File: src/rtl/data_cache_pkg.sv
// Shared types and helpers for the direct-mapped write-through data cache.
package data_cache_pkg;

  localparam int DEFAULT_SETS = 16;

  typedef enum logic [1:0] {
    IDLE,
    RD_MISS,
    WR_THRU,
    FILL
  } state_t;

  // Word stores touch every lane; byte stores touch only the addressed lane.
  function automatic logic [3:0] lane_be(input logic byte_acc, input logic [1:0] offset);
    logic [3:0] be;
    be = 4'b1111;
    if (byte_acc) begin
      be = 4'b0001 << offset;
    end
    return be;
  endfunction

endpackage

File: src/rtl/cache_line_array.sv
// Valid/tag/data storage for one-word cache lines: asynchronous read,
// synchronous byte-enabled write.
module cache_line_array #(
  parameter int D_WIDTH = 32,
  parameter int SETS    = 16,
  parameter int IDX_W   = $clog2(SETS),
  parameter int TAG_W   = D_WIDTH - 2 - IDX_W
) (
  input  logic               clk,
  input  logic               rst,
  input  logic [IDX_W-1:0]   rd_idx,
  output logic               rd_valid,
  output logic [TAG_W-1:0]   rd_tag,
  output logic [D_WIDTH-1:0] rd_data,
  input  logic               wr_en,
  input  logic [IDX_W-1:0]   wr_idx,
  input  logic [TAG_W-1:0]   wr_tag,
  input  logic [3:0]         wr_be,
  input  logic [D_WIDTH-1:0] wr_data
);

  logic [SETS-1:0]  valid_reg;
  logic [TAG_W-1:0] tag_mem [SETS];

  always_ff @(posedge clk or posedge rst) begin
    if (rst) begin
      valid_reg <= '0;
    end else if (wr_en) begin
      valid_reg[wr_idx] <= 1'b1;
    end
  end

  always_ff @(posedge clk) begin
    if (wr_en) begin
      tag_mem[wr_idx] <= wr_tag;
    end
  end

  assign rd_valid = valid_reg[rd_idx];
  assign rd_tag   = tag_mem[rd_idx];

  // One storage array per byte lane so partial-word stores need no read-modify-write.
  for (genvar gi = 0; gi < 4; gi++) begin : g_lane
    logic [7:0] lane_mem [SETS];

    always_ff @(posedge clk) begin
      if (wr_en && wr_be[gi]) begin
        lane_mem[wr_idx] <= wr_data[gi*8 +: 8];
      end
    end

    assign rd_data[gi*8 +: 8] = lane_mem[rd_idx];
  end

endmodule

File: src/rtl/data_cache.sv
// Direct-mapped, write-through, no-write-allocate data cache between the
// memory stage and main data memory.
module data_cache
  import data_cache_pkg::*;
#(
  parameter int D_WIDTH = 32,
  parameter int SETS    = DEFAULT_SETS,
  parameter int IDX_W   = $clog2(SETS),
  parameter int TAG_W   = D_WIDTH - 2 - IDX_W
) (
  input  logic               clk,
  input  logic               rst,
  input  logic               cpu_re,
  input  logic               cpu_we,
  input  logic               cpu_byte,
  input  logic [D_WIDTH-1:0] cpu_addr,
  input  logic [D_WIDTH-1:0] cpu_wdata,
  output logic [D_WIDTH-1:0] cpu_rdata,
  output logic               stall,
  output logic               mem_req,
  output logic               mem_we,
  output logic [D_WIDTH-1:0] mem_addr,
  output logic [3:0]         mem_be,
  output logic [D_WIDTH-1:0] mem_wdata,
  input  logic               mem_ack,
  input  logic [D_WIDTH-1:0] mem_rdata
);

  state_t state_reg, state_next;

  logic               mem_req_reg, mem_we_reg, wr_hit_reg;
  logic [D_WIDTH-1:0] mem_addr_reg, mem_wdata_reg;
  logic [3:0]         mem_be_reg;

  logic [IDX_W-1:0]   cpu_idx;
  logic [TAG_W-1:0]   cpu_tag;
  logic               line_valid, hit;
  logic [TAG_W-1:0]   line_tag;
  logic [D_WIDTH-1:0] line_data;
  logic               wr_en;
  logic [3:0]         wr_be;
  logic [D_WIDTH-1:0] wr_data;
  logic [7:0]         sel_byte;

  assign cpu_idx = cpu_addr[IDX_W+1:2];
  assign cpu_tag = cpu_addr[D_WIDTH-1:IDX_W+2];
  assign hit     = line_valid && (line_tag == cpu_tag);

  // Fills and store-hit updates both target the line latched in mem_addr_reg.
  assign wr_en   = mem_ack && ((state_reg == RD_MISS) || (state_reg == WR_THRU && wr_hit_reg));
  assign wr_be   = (state_reg == RD_MISS) ? 4'b1111 : mem_be_reg;
  assign wr_data = (state_reg == RD_MISS) ? mem_rdata : mem_wdata_reg;

  cache_line_array #(
    .D_WIDTH (D_WIDTH),
    .SETS    (SETS),
    .IDX_W   (IDX_W),
    .TAG_W   (TAG_W)
  ) u_lines (
    .clk      (clk),
    .rst      (rst),
    .rd_idx   (cpu_idx),
    .rd_valid (line_valid),
    .rd_tag   (line_tag),
    .rd_data  (line_data),
    .wr_en    (wr_en),
    .wr_idx   (mem_addr_reg[IDX_W+1:2]),
    .wr_tag   (mem_addr_reg[D_WIDTH-1:IDX_W+2]),
    .wr_be    (wr_be),
    .wr_data  (wr_data)
  );

  always_comb begin
    sel_byte = line_data[7:0];
    case (cpu_addr[1:0])
      2'd1:    sel_byte = line_data[15:8];
      2'd2:    sel_byte = line_data[23:16];
      2'd3:    sel_byte = line_data[31:24];
      default: sel_byte = line_data[7:0];
    endcase
  end

  assign cpu_rdata = cpu_byte ? {{(D_WIDTH-8){1'b0}}, sel_byte} : line_data;

  always_ff @(posedge clk or posedge rst) begin
    if (rst) begin
      state_reg <= IDLE;
    end else begin
      state_reg <= state_next;
    end
  end

  always_comb begin
    state_next = state_reg;
    stall      = 1'b0;
    case (state_reg)
      IDLE: begin
        if (cpu_we) begin
          stall      = 1'b1;
          state_next = WR_THRU;
        end else if (cpu_re && !hit) begin
          stall      = 1'b1;
          state_next = RD_MISS;
        end
      end
      RD_MISS: begin
        stall = 1'b1;
        if (mem_ack) state_next = FILL;
      end
      WR_THRU: begin
        // The store retires in the ack cycle itself.
        stall = ~mem_ack;
        if (mem_ack) state_next = IDLE;
      end
      FILL: begin
        stall      = 1'b1;
        state_next = IDLE;
      end
      default: state_next = IDLE;
    endcase
  end

  always_ff @(posedge clk or posedge rst) begin
    if (rst) begin
      mem_req_reg   <= 1'b0;
      mem_we_reg    <= 1'b0;
      mem_addr_reg  <= '0;
      mem_be_reg    <= '0;
      mem_wdata_reg <= '0;
      wr_hit_reg    <= 1'b0;
    end else begin
      case (state_reg)
        IDLE: begin
          if (cpu_we) begin
            mem_req_reg   <= 1'b1;
            mem_we_reg    <= 1'b1;
            mem_addr_reg  <= {cpu_addr[D_WIDTH-1:2], 2'b00};
            mem_be_reg    <= lane_be(cpu_byte, cpu_addr[1:0]);
            mem_wdata_reg <= cpu_byte ? {(D_WIDTH/8){cpu_wdata[7:0]}} : cpu_wdata;
            wr_hit_reg    <= hit;
          end else if (cpu_re && !hit) begin
            mem_req_reg   <= 1'b1;
            mem_we_reg    <= 1'b0;
            mem_addr_reg  <= {cpu_addr[D_WIDTH-1:2], 2'b00};
            mem_be_reg    <= '0;
            mem_wdata_reg <= '0;
            wr_hit_reg    <= 1'b0;
          end
        end
        RD_MISS, WR_THRU: begin
          if (mem_ack) begin
            mem_req_reg <= 1'b0;
            mem_we_reg  <= 1'b0;
          end
        end
        default: ;
      endcase
    end
  end

  assign mem_req   = mem_req_reg;
  assign mem_we    = mem_we_reg;
  assign mem_addr  = mem_addr_reg;
  assign mem_be    = mem_be_reg;
  assign mem_wdata = mem_wdata_reg;

endmodule
File: config.mk
export PLATFORM = sky130hd
export DESIGN_NAME = data_cache
export DESIGN_NICKNAME = d
export VERILOG_FILES = /design/src/rtl/data_cache_pkg.sv /design/src/rtl/cache_line_array.sv /design/src/rtl/data_cache.sv
export SDC_FILE = /design/constraint.sdc
export NUM_CORES = 1
export LEC_CHECK = 0
export CORE_MARGIN = 4
export CORE_UTILIZATION = 50
export DETAILED_ROUTE_END_ITERATION = 16
export PLACE_DENSITY = 0.68
export RECOVER_POWER = 25
export SETUP_SLACK_MARGIN = 0.2
export SLEW_MARGIN = 20
export SYNTH_ARGS = -nofsm -noshare
export SYNTH_HDL_FRONTEND = slang
export SYNTH_SLANG_ARGS = --single-unit
File: constraint.sdc
create_clock -name clk -period 5.62 [get_ports clk]
set_input_delay 1.405 -clock clk [delete_from_list [all_inputs] [get_ports clk]]
set_output_delay 1.405 -clock clk [all_outputs]
set_load 0.02 [all_outputs]
==> results by group <==
Global route
  – Largest net degree at the start of global routing: 71
  – GRT Overall Usage: 23.67%
  – Vias in the first global route: 21700
  – GRT overflow: 0
  – Initial antenna violation count: 2
  – Global-route wire length before repair: 148500 µm

Detailed routing
  – Drt pass-1 iters: 6
  – Mean number of vias per cell: ~6
  – DRT iter0 DRCs: ~2500
  – DRC violations left: 0
  – Post-DRT Antenna Nets: 0
  – Via Count: about 21000
  – Drt wl/cell: 29.21 µm
  – Final wirelength: 101200 µm

Synth
  – Post-synth top area share: 69.04%
  – Post-synth top area cell: edfxtp_1
  – Top cells by area, synth: edfxtp_1 69%, mux4_2 14%, dfrtp_1 5.4%
  – Synthesized area per cell: 20.70 µm²
  – #FFs+latches synth: just over 1000
  – Count leader, synth: edfxtp_1
  – Mapped Area: 40360 µm²
  – Distinct cell type count after synthesis: 56
  – Ys flop type: edfxtp_1
  – Post-synth EDFFs: approximately 930
  – Syn Inst Count: 1950
  – Top cells by count, synth: 928 x edfxtp_1, 242 x mux4_2, 91 x nor2_1, 87 x dfrtp_1, 86 x mux2i_1
  – Async set-reset flop share out of synthesis: under 10%
  – Syn. warnings: 0
  – Post-synthesis sequential area ratio: about 74%

Pwr
  – Cell leakage power: around 17 nW
  – PwrDens: 427.7 nW/µm²
  – Clock power frac: 32.6%
  – P_sw: 0.005652 W
  – Sw Share: a little over a quarter
  – Combinational Power Share: 16.9%
  – VDD IR max: ~0.52 mV
  – P_int: roughly 0.015 W
  – Seq pwr share: about half

STA
  – RSZ-0062 raised after global routing: yes
  – Final Hold Vio Count: 0
  – Clock Skew: approximately 0.045 ns
  – Hold WS: approximately 0.47 ns
  – Final Worst Setup Slack: 0.02562 ns
  – Slew Viols, Final: 108
  – Setup violation total in the final timing report: 0
  – Worst Max-Slew Pin Slew: 3.205 ns
  – Achievable Freq: 178.8 MHz
  – Post-route minimum period: between 5 and 6 ns
  – Final worst-path cycle share: between 90 and 100%
  – Max-slew headroom: -113.6%

CTS
  – Hold Buf Count CTS: 0
  – Clk sink count: a little over 1000
  – Clock Latency Late Sink: 0.67 ns
  – CTS Buf Count: 102
  – TritonCTS clock tree: built
  – Worst-path clk slew: 0.06 ns
  – Root Driver: clkbuf_16
  – Max clock buf depth: 3
  – H-tree level count: 3

Layout
  – Fin util: between 60 and 70%
  – Fill cell count: 5537
  – Multi-input logic area: 9874 µm²
  – Finished Cell Area: 48510 µm²
  – Largest register FFs: a little over 500
  – Layout cells sized above 1: 27.93%
  – Area Overhead vs Synth: 20.19%
  – Final nets: about 2400
  – Register area: 30040 µm²

Setup path
  – Crit. End Element: output port
  – Critical Path RT: 4.22 ns
  – Critical path launch point type: input port
  – Worst path arrival time: between 4 and 5 ns
  – Crit path kind: input port to output port
  – R2r worst-path depth: 5
  – CP max FO: 8

Placement
  – Final HPWL DP: 63400 µm
  – GP Congestion: 0.8013
  – I/O Buffers: 202
  – Placed Instance Area: 44600 µm²
  – Worst slack at placement: -0.5336 ns

Die
  – Die width: 292.1 µm
  – Die height: 292.1 µm
  – I/O pin count: around 210
  – Initial Utilization: 50.76%
  – Die area: between 80000 and 90000 µm²
  – FP Rows: around 100
  – Core ar.: about 80000 µm²

Outcome
  – Status: complete, but fails checks
  – Violated checks: max-capacitance violations, max-slew violations

Job
  – Maxcap violations: 2

Hold path
  – Hold Path Depth: 1
  – Hold Crit Class: flop to flop
-- worst paths after layout --
kind	startpoint	endpoint	slack, ns
worst min-delay path	u_lines.valid_reg[4]	u_lines.valid_reg[4]	0.47
max in group asynchronous	rst	mem_wdata[22]	1.41
worst max register to register	state_reg[1]	u_lines.g_lane[2].lane_mem[14][4]	0.40
worst min register to register	u_lines.valid_reg[4]	u_lines.valid_reg[4]	0.47
worst max-delay path	cpu_addr[4]	stall	0.03
min in group asynchronous	rst	mem_wdata[6]	2.34
-- layer usage --
metal  wire, µm  vias up  GRT usage (%)
met5          9        -              0
met4       2681        2          7.044
met1      40250    11130          32.99
met2      49040     1039          37.44
met3       9220      167          6.062
li1           -     8765              -
-- power groups by stage --
stage                     combinational [W]  sequential (W)  clock [W]
after floorplan                     0.00166          0.0106          0
after global placement              0.00333          0.0106          0
after detailed placement            0.00344          0.0106          0
after CTS                           0.00349          0.0105    0.00686
after global routing                0.00373          0.0106    0.00720
final                               0.00350          0.0105    0.00677
-- final cells by class --
type,count,share of cell area (%)
diodes,1,0.005158
clock inverters,55,1.158
repair buffers,374,7.851
multi-input cells,808,20.35
clock buffers,135,5.788
well taps,1050,2.708
flip-flops and latches,1015,61.93
inverters,26,0.2038
-- cell families after synthesis --
kind of cell               count (synthesis)  synth area share [%]
adders and majority gates                  5                0.1550
and+or+nand+nor                          229                 2.753
xor gates and xnor gates                  29                0.6293
buffers and inverters                    128                 1.503
AOI/OAI and AO/OA                        125                 2.368
muxes                                    418                 18.15
DFF                                     1015                 74.44
other                                      1              0.009291
-- worst max-delay path, stage by stage --
cell and delay, ns:
buf_16 0.13, buf_12 0.13, buf_4 0.11, nor2b_1 0.36
a22oi_1 0.27, nand4b_1 0.17, o211a_1 0.16, nand4_1 0.19
or4b_4 0.59, o32ai_4 0.37, a21oi_2 0.12, buf_6 0.17
-- placed cells by master, fill, tap and decap left out, drive strengths merged, types with 40 or more instances in the layout --
cell and instances:
dfrtp 87, mux4 242, nor2 91, clkinv 40, clkdlybuf4s50 167, edfxtp 928
buf 182, clkbuf 138, mux2 90, mux2i 86
-- metrics by stage --
stage,TNS (ns),total power [W],instances
after floorplan,0,0.01229,1951
after global placement,-2.682,0.01389,3248
after detailed placement,-2.844,0.01407,3248
after CTS,0,0.02082,3458
after global routing,-0.08969,0.02152,3463
final,0,0.02075,3464
-- timing repair --
item                       in CTS  in global routing
setup endpoints to repair      33                 10
gates resized for setup        98                 18
gates cloned                    6                  2
hold endpoints to repair        0                  0
pin swaps                      10                  7
setup buffers                  14                  3
No activity file was read; power rests on OpenSTA's default activity.
